### src/rtl/multicycle_ctrl_pkg.sv
// Shared encodings for the multicycle control unit and the datapath muxes it drives:
// opcodes, functs, 5-bit state codes and every selector value.
package multicycle_ctrl_pkg;

    localparam logic [5:0] OP_RTYPE = 6'h00;
    localparam logic [5:0] OP_J     = 6'h02;
    localparam logic [5:0] OP_JAL   = 6'h03;
    localparam logic [5:0] OP_BEQ   = 6'h04;
    localparam logic [5:0] OP_ADDI  = 6'h08;
    localparam logic [5:0] OP_LUI   = 6'h0F;
    localparam logic [5:0] OP_LW    = 6'h23;
    localparam logic [5:0] OP_SW    = 6'h2B;

    localparam logic [5:0] FN_JR  = 6'h08;
    localparam logic [5:0] FN_ADD = 6'h20;
    localparam logic [5:0] FN_SUB = 6'h22;
    localparam logic [5:0] FN_AND = 6'h24;

    localparam logic [1:0] PCSRC_ALU    = 2'b00;
    localparam logic [1:0] PCSRC_ALUOUT = 2'b01;
    localparam logic [1:0] PCSRC_JUMP   = 2'b10;
    localparam logic [1:0] PCSRC_REGA   = 2'b11;

    localparam logic [1:0] REGDST_RT = 2'b00;
    localparam logic [1:0] REGDST_RD = 2'b01;
    localparam logic [1:0] REGDST_RA = 2'b10;
    localparam logic [1:0] REGDST_SP = 2'b11;

    // Register write-data mux: 5 inputs, hence a 3-bit selector.
    localparam logic [2:0] WD_ALUOUT  = 3'b000;
    localparam logic [2:0] WD_MDR     = 3'b001;
    localparam logic [2:0] WD_LUI     = 3'b010;
    localparam logic [2:0] WD_PC      = 3'b011;
    localparam logic [2:0] WD_SP_INIT = 3'b100;

    localparam logic [1:0] SRCB_B       = 2'b00;
    localparam logic [1:0] SRCB_FOUR    = 2'b01;
    localparam logic [1:0] SRCB_IMM     = 2'b10;
    localparam logic [1:0] SRCB_IMM_SH2 = 2'b11;

    localparam logic [2:0] ALU_ADD = 3'b000;
    localparam logic [2:0] ALU_SUB = 3'b001;
    localparam logic [2:0] ALU_AND = 3'b010;

    typedef enum logic [4:0] {
        S_RST = 5'd0, S_SP_INIT, S_F0, S_F1, S_F2, S_DEC,
        S_R_EX, S_R_WB, S_ADDI_EX, S_ADDI_WB, S_ADDR,
        S_LW_R0, S_LW_R1, S_LW_MDR, S_LW_WB, S_SW,
        S_BEQ, S_J, S_JR, S_JAL, S_LUI, S_ILL
    } state_t;

    function automatic logic [2:0] alu_op_for_funct(input logic [5:0] fn);
        case (fn)
            FN_SUB:  return ALU_SUB;
            FN_AND:  return ALU_AND;
            default: return ALU_ADD;
        endcase
    endfunction

endpackage

### src/rtl/multicycle_ctrl.sv
// Moore control unit for the multicycle MIPS-subset datapath: one state register,
// a next-state case and a pure state-to-outputs decode.
module multicycle_ctrl
    import multicycle_ctrl_pkg::*;
(
    input  logic       clk,
    input  logic       reset,
    input  logic [5:0] opcode,
    input  logic [5:0] funct,
    input  logic       zero,
    output logic       pc_write,
    output logic       pc_write_cond,
    output logic [1:0] pc_source,
    output logic       i_or_d,
    output logic       mem_wr,
    output logic       ir_wr,
    output logic       mdr_wr,
    output logic       a_b_wr,
    output logic       alu_out_wr,
    output logic       reg_wr,
    output logic [1:0] reg_dst,
    output logic [2:0] mem_to_reg,
    output logic       alu_src_a,
    output logic [1:0] alu_src_b,
    output logic [2:0] alu_op,
    output logic       illegal
);

    state_t state_q, state_d;

    // The datapath gates the PC load with pc_write_cond & zero; the controller never needs it.
    logic unused_zero;
    assign unused_zero = zero;

    always_ff @(posedge clk or posedge reset) begin
        if (reset) state_q <= S_RST;
        else       state_q <= state_d;
    end

    always_comb begin
        state_d = S_RST;
        case (state_q)
            S_RST:     state_d = S_SP_INIT;
            S_SP_INIT: state_d = S_F0;
            S_F0:      state_d = S_F1;
            S_F1:      state_d = S_F2;
            S_F2:      state_d = S_DEC;
            S_DEC: begin
                case (opcode)
                    OP_RTYPE: begin
                        if (funct == FN_ADD || funct == FN_SUB || funct == FN_AND) state_d = S_R_EX;
                        else if (funct == FN_JR) state_d = S_JR;
                        else                     state_d = S_ILL;
                    end
                    OP_ADDI:     state_d = S_ADDI_EX;
                    OP_LW, OP_SW: state_d = S_ADDR;
                    OP_BEQ:      state_d = S_BEQ;
                    OP_J:        state_d = S_J;
                    OP_JAL:      state_d = S_JAL;
                    OP_LUI:      state_d = S_LUI;
                    default:     state_d = S_ILL;
                endcase
            end
            S_R_EX:    state_d = S_R_WB;
            S_ADDI_EX: state_d = S_ADDI_WB;
            S_ADDR:    state_d = (opcode == OP_LW) ? S_LW_R0 : S_SW;
            S_LW_R0:   state_d = S_LW_R1;
            S_LW_R1:   state_d = S_LW_MDR;
            S_LW_MDR:  state_d = S_LW_WB;
            S_R_WB, S_ADDI_WB, S_LW_WB, S_SW, S_BEQ,
            S_J, S_JR, S_JAL, S_LUI, S_ILL: state_d = S_F0;
            default:   state_d = S_RST;
        endcase
    end

    always_comb begin
        pc_write      = 1'b0;
        pc_write_cond = 1'b0;
        pc_source     = PCSRC_ALU;
        i_or_d        = 1'b0;
        mem_wr        = 1'b0;
        ir_wr         = 1'b0;
        mdr_wr        = 1'b0;
        a_b_wr        = 1'b0;
        alu_out_wr    = 1'b0;
        reg_wr        = 1'b0;
        reg_dst       = REGDST_RT;
        mem_to_reg    = WD_ALUOUT;
        alu_src_a     = 1'b0;
        alu_src_b     = SRCB_B;
        alu_op        = ALU_ADD;
        illegal       = 1'b0;
        case (state_q)
            S_SP_INIT: begin
                reg_wr     = 1'b1;
                reg_dst    = REGDST_SP;
                mem_to_reg = WD_SP_INIT;
            end
            S_F2: begin
                ir_wr     = 1'b1;
                alu_src_b = SRCB_FOUR;
                pc_write  = 1'b1;
            end
            S_DEC: begin
                a_b_wr     = 1'b1;
                alu_out_wr = 1'b1;
                alu_src_b  = SRCB_IMM_SH2;
            end
            S_R_EX: begin
                alu_src_a  = 1'b1;
                alu_op     = alu_op_for_funct(funct);
                alu_out_wr = 1'b1;
            end
            S_ADDI_EX, S_ADDR: begin
                alu_src_a  = 1'b1;
                alu_src_b  = SRCB_IMM;
                alu_out_wr = 1'b1;
            end
            S_R_WB: begin
                reg_wr  = 1'b1;
                reg_dst = REGDST_RD;
            end
            S_ADDI_WB: reg_wr = 1'b1;
            S_LW_R0, S_LW_R1: i_or_d = 1'b1;
            S_LW_MDR: begin
                i_or_d = 1'b1;
                mdr_wr = 1'b1;
            end
            S_LW_WB: begin
                reg_wr     = 1'b1;
                mem_to_reg = WD_MDR;
            end
            S_SW: begin
                i_or_d = 1'b1;
                mem_wr = 1'b1;
            end
            S_BEQ: begin
                alu_src_a     = 1'b1;
                alu_op        = ALU_SUB;
                pc_write_cond = 1'b1;
                pc_source     = PCSRC_ALUOUT;
            end
            S_J: begin
                pc_write  = 1'b1;
                pc_source = PCSRC_JUMP;
            end
            S_JR: begin
                pc_write  = 1'b1;
                pc_source = PCSRC_REGA;
            end
            // The register file samples PC before this edge updates it, so $31 gets PC+4.
            S_JAL: begin
                reg_wr     = 1'b1;
                reg_dst    = REGDST_RA;
                mem_to_reg = WD_PC;
                pc_write   = 1'b1;
                pc_source  = PCSRC_JUMP;
            end
            S_LUI: begin
                reg_wr     = 1'b1;
                mem_to_reg = WD_LUI;
            end
            S_ILL:   illegal = 1'b1;
            default: ;
        endcase
    end

endmodule
### config.mk
export PLATFORM = sky130hd
export DESIGN_NAME = multicycle_ctrl
export DESIGN_NICKNAME = d
export VERILOG_FILES = /design/src/rtl/multicycle_ctrl_pkg.sv /design/src/rtl/multicycle_ctrl.sv
export SDC_FILE = /design/constraint.sdc
export NUM_CORES = 1
export LEC_CHECK = 0
export ABC_AREA = 1
export CAP_MARGIN = 20
export CORE_UTILIZATION = 42
export CTS_CLUSTER_DIAMETER = 120
export DETAILED_ROUTE_END_ITERATION = 8
export PLACE_DENSITY = 0.82
export SLEW_MARGIN = 20
export SYNTH_ARGS = -nofsm -noshare
export SYNTH_HDL_FRONTEND = slang
export SYNTH_SLANG_ARGS = --single-unit
### constraint.sdc
create_clock -name clk -period 2.8 [get_ports clk]
set_clock_uncertainty 0.15 [all_clocks]
set_input_delay 0.28 -clock clk [delete_from_list [all_inputs] [get_ports clk]]
set_output_delay 0.28 -clock clk [all_outputs]
set_load 0.01 [all_outputs]
; ---- Word level (Yosys, flattened, before mapping)
; Index checks and enable logic that the tools add are counted.
[totals]
wordCells = 68
ff_bits = 5
out_inout_bits = 23
[classes]
n_reduce_logical = 13
mux = 22
n_eq_ne = 32
[op_table]
columns = operator, n
row1 = one-hot mux 5 bit (12 select lines), 1
row2 = == test 5 x 4 -> 1 bit (second input constant), 8
row3 = one-hot mux 5 bit (7 select lines), 1
row4 = == test 5 bit (second input constant), 6
row5 = == test 6 bit (second input constant), 5
row6 = == test 5 x 3 -> 1 bit (second input constant), 4
row7 = == test 6 x 4 -> 1 bit (second input constant), 3
row8 = one-hot mux 2 bit (3 select lines), 3
row9 = OR reduction 4 bit, 4
row10 = == test 6 x 2 -> 1 bit (second input constant), 2
row11 = one-hot mux 3 bit (4 select lines), 1
row12 = 2-to-1 mux 1 bit, 11
row13 = OR reduction 11 bit, 1
row14 = == test 5 x 2 -> 1 bit (second input constant), 2
row15 = one-hot mux 2 bit (2 select lines), 2
row16 = == test 6 x 3 -> 1 bit (second input constant), 1
row17 = zero test 6 bit, 1
row18 = 2-to-1 mux 3 bit, 2
row19 = OR reduction 2 bit, 3
row20 = OR reduction 6 bit, 1
row21 = == test 5 x 1 -> 1 bit (second input constant), 1
row22 = zero test 5 bit, 1
row23 = 2-to-1 mux 5 bit, 1
row24 = logical OR 1 bit, 2

; ---- Depth between registers and ports, before layout
; Gate-level depths: netlist of the first run.
[logic_depth]
ltp_word = 6
mapped_depth = 9
ltp_nobuf = 9

; ---- Worst setup path before layout of the first run
; Ideal clock, no wire load.
[synth_timing]
kind = register to output
start = reg state_q[4]
end = out pc_write
path_stages_with_launch = 7
path_buffers = 1
arrival_time_ps = 1259
path_slack_ps = 1111
required_time_ps = 2370
path_cell_list = dfrtp_1 > buf_2 > nor2_1 > nand2_1 > nor2_1 > inv_1 > o21ai_0
[synth_between]
elab_chain_len = 3
elab_cells_between_ends = 6
classes_between = eq/ne: 4 / mux: 1 / reduce/logical: 1
[synth_rtl]
columns = item, line_no
row1 = from (decl), multicycle_ctrl.sv:29  ; state_t state_q, state_d;
row2 = from (signal assigned), multicycle_ctrl.sv:37  ; else state_q <= state_d;
row3 = == test 5 bit / == test 5 x 3 -> 1 bit (equally long branches), multicycle_ctrl.sv:93  ; case (state_q)
row4 = OR reduction 4 bit (no source line) *, --
row5 = 2-to-1 mux 1 bit *, multicycle_ctrl.sv:93
row6 = to (decl), multicycle_ctrl.sv:11  ; output logic pc_write,
; Every way passes the cells marked *; elsewhere a longest branch is shown, timed or not.

; ---- Worst setup path in the final report of the first run
[layout_timing]
start = reg state_q[4]
end = out alu_op[0]
[layout_between]
elab_chain_len = 2
elab_cells_between_ends = 3
classes_between = eq/ne: 2 / mux: 1
[layout_rtl]
columns = item, line_no
row1 = == test 5 bit / == test 5 x 3 -> 1 bit (equally long branches), multicycle_ctrl.sv:93
row2 = one-hot mux 2 bit (2 select lines) *, multicycle_ctrl.sv:93
row3 = to (decl), multicycle_ctrl.sv:25  ; output logic [2:0] alu_op,
; Marked as above.

==> metrics.txt, run 1 <==
HPWL after DPL 1756 um; die height 43.71 um; top-count cell post-synth nand2_1; Rows 14; total gr overflow 0; first-pass GRT wire length 3594 um; CTS Sinks 5; ANT cells 0; crit path kind flip-flop to output port; Port Buf Inserts 35; mux cell area share after synthesis 0; nets@finish 193; largest family of logic cells by synthesized area simple AND/OR/NAND/NOR gates; clock latency on the worst-skew pair 250 ps; R2R cell count 7; post-synthesis sequential area ratio 0.1712; post-synth top area share 0.1901; Final Hold Fails 0; max layer used met4; RSZ-0062 raised after global routing false; CTS Buffer Depth 2; Yosys top cell by area nand2_1; Area growth syn-to-layout 51.03%; Worst setup EP type output port; leakage dissipation 0.0005748 uW; Post-synth ARST share 1.000; worst vdd ir 0.3185 mV; Final TNS setup 0 ps; library cells used by synthesis 21; Reg with most FFs state_q; crit start category flip-flop; Initial Util 0.4687; max-cap violations 0; Pwr Density 734.4 nW/um^2; post-synthesis simple-gate area fraction 0.6199; clock transition at the registers of the reported paths 50 ps; Final Cycle Share 0.8904; Detail Route Antenna Nets 0; Core ar. 1559 sq um; Top FF cell, synth dfrtp_1; flop2flop setup slack 1200 ps; DR WL/cell 10.77 um; drt drc 3; vias in the first global route 892; CTS buffer count 3; Resized Gates After CTS 0; CTS H-Tree Depth 1; Critical Path RT 2370 ps; XOR/XNOR Fraction of Synth Area 0; clock root buffer clkbuf_4; total power 810.4 uW; Die Area 1911 sq um; Fillers 144; via count 988; violated checks design-rule violations; largest net degree at the start of global routing 11; # hold bufs at CTS 0; share of cells above drive strength 1 0.05085; Yosys reg bits 5; Tot GR Track Use 0.2483; number of post-CTS setup repair buffers 0; worst-path maximum fanout 10; Final Instance Count excl. Fillers 193; CTS tree done; final setup fails 0; fin crit period 2493 ps; max-slew violations 0; arrival time at the worst endpoint 2060 ps; first-iteration detailed-routing DRC count 25; Syn Area/Cell 5.182 sq um; Hold WC Path Type input port to async pin; max reg flops 5; Die Wd 43.71 um; placer congestion estimate 0.8982; # IOs 38; Post-synth EDFFs 0; initial antenna violation count 0; Core Util, Final 0.7079; Pre-Repair DR Iteration Count 6; Post-synth top cells nand2_1 (37), nor2_1 (33), nand3_1 (22), inv_1 (20), dfrtp_1 (5); Synth Area in Adders 0; biggest regs state_q (5); outcome finished, violations left; largest cells by area after synthesis nand2_1 (19%), dfrtp_1 (17%), nor2_1 (17%); routed vias/inst 5.119; Syn Nets 156; Met2 Routed Length 1090 um; synthesized instance count 141; number of synthesis warnings 0; met1 wire length 890 um; Post-Place Cells 189; r2r startpoint state_q[4]; Max Clk Rate 0.4011 GHz; DR WL met3 69 um; Post-Route WL 2078 um; compound-cell area share of the yosys netlist 0.05308; mapped cell area 730.7 sq um; reg2reg end state_q[1]
-- how the worst max path moves through the flow --
| stage | startpoint | end | slack, ps | depth (start not counted) |
|---|---|---|---|---|
| 6_report | state_q[4] | alu_op[0] | 310 | 6 |
| 5_1_grt | state_q[4] | pc_write | 160 | 6 |
| 4_1_cts | state_q[4] | alu_op[0] | 300 | 6 |
| 3_5_place_dp | funct[5] | alu_op[0] | 500 | 8 |
| 3_3_place_gp | funct[5] | alu_op[0] | 570 | 8 |
| 2_1_floorplan | state_q[4] | pc_write | 1110 | 6 |
-- cells by family after synthesis --
kind of cell / after synthesis
AO/OA/AOI/OAI: 7
buffers and inverters: 26
flip-flops: 5
other: 1
AND/OR/NAND/NOR: 102
-- routing by layer --
| metal | vias to the layer above | global-route usage |
|---|---|---|
| met5 | - | 0 |
| met4 | 0 | 0.09375 |
| met3 | 5 | 0.02500 |
| met2 | 31 | 0.4687 |
| met1 | 434 | 0.2821 |
| li1 | 518 | - |
-- area by class of cell --
type                       instances  area, sq um  share of cell area
tap                               16        20.02             0.01814
clock buffer                       4        26.28             0.02381
inverter                          23        86.33             0.07823
multi-input combinational        110        495.5              0.4490
timing repair buffer              35        350.3              0.3175
sequential                         5        125.1              0.1134
-- worst max-delay path, cell delays in order, from the launching register on --
cell	delay (ps)
dfrtp_1	500
nor2_1	320
nand3_1	200
nor2_1	140
nand2_1	70
nand2_1	50
clkdlybuf4s50_1	530
-- stage by stage --
| step | area, sq um | setup WS [ps] | hold WS (ps) |
|---|---|---|---|
| floorplan | 730.7 | 1111 | -91.48 |
| global placement | 1077 | 565.1 | 328.5 |
| detailed placement | 1077 | 495.7 | 347.6 |
| CTS | 1104 | 304.2 | 84.00 |
| global route | 1104 | 159.4 | 96.32 |
| finish | 1104 | 306.9 | 74.80 |
-- power by group --
group | switching, uW | internal [uW]
sequential | 56.1 | 101
combinational | 302 | 264
clock | 33.4 | 54.1
total | 392 | 419
-- layout by cell type (no fill, tap or decap) --
cell type / Yosys / final
nand2_1: 37 / 37
clkdlybuf4s50_1: 0 / 35
nor2_1: 33 / 33
nand3_1: 22 / 22
inv_1: 20 / 20
dfrtp_1: 5 / 5
o21ai_0: 4 / 4
nand3b_1: 3 / 3
inv_2: 3 / 3
clkbuf_4: 0 / 3
nand4_1: 2 / 2
nor2_4: 1 / 1
nor2_2: 1 / 1
nor3_4: 1 / 1
a31oi_1: 1 / 1
a22oi_1: 1 / 1
a21oi_1: 1 / 1
nor3_1: 1 / 1
nor4_1: 1 / 1
conb_1: 1 / 1
clkbuf_1: 0 / 1
Power figures use the tool's default switching activity.
==> run 2: changes to the inputs <==
Settings changed: GPL_ROUTABILITY_DRIVEN set to 0.
==> results of run 2 <==
No change in the layout: final DEF, timing and power equal those of run 1.
==> run 3: changes to the inputs <==
Settings changed: SETUP_SLACK_MARGIN set to 0.15.
==> results of run 3 <==
No change in the layout: final DEF, timing and power equal those of run 1.
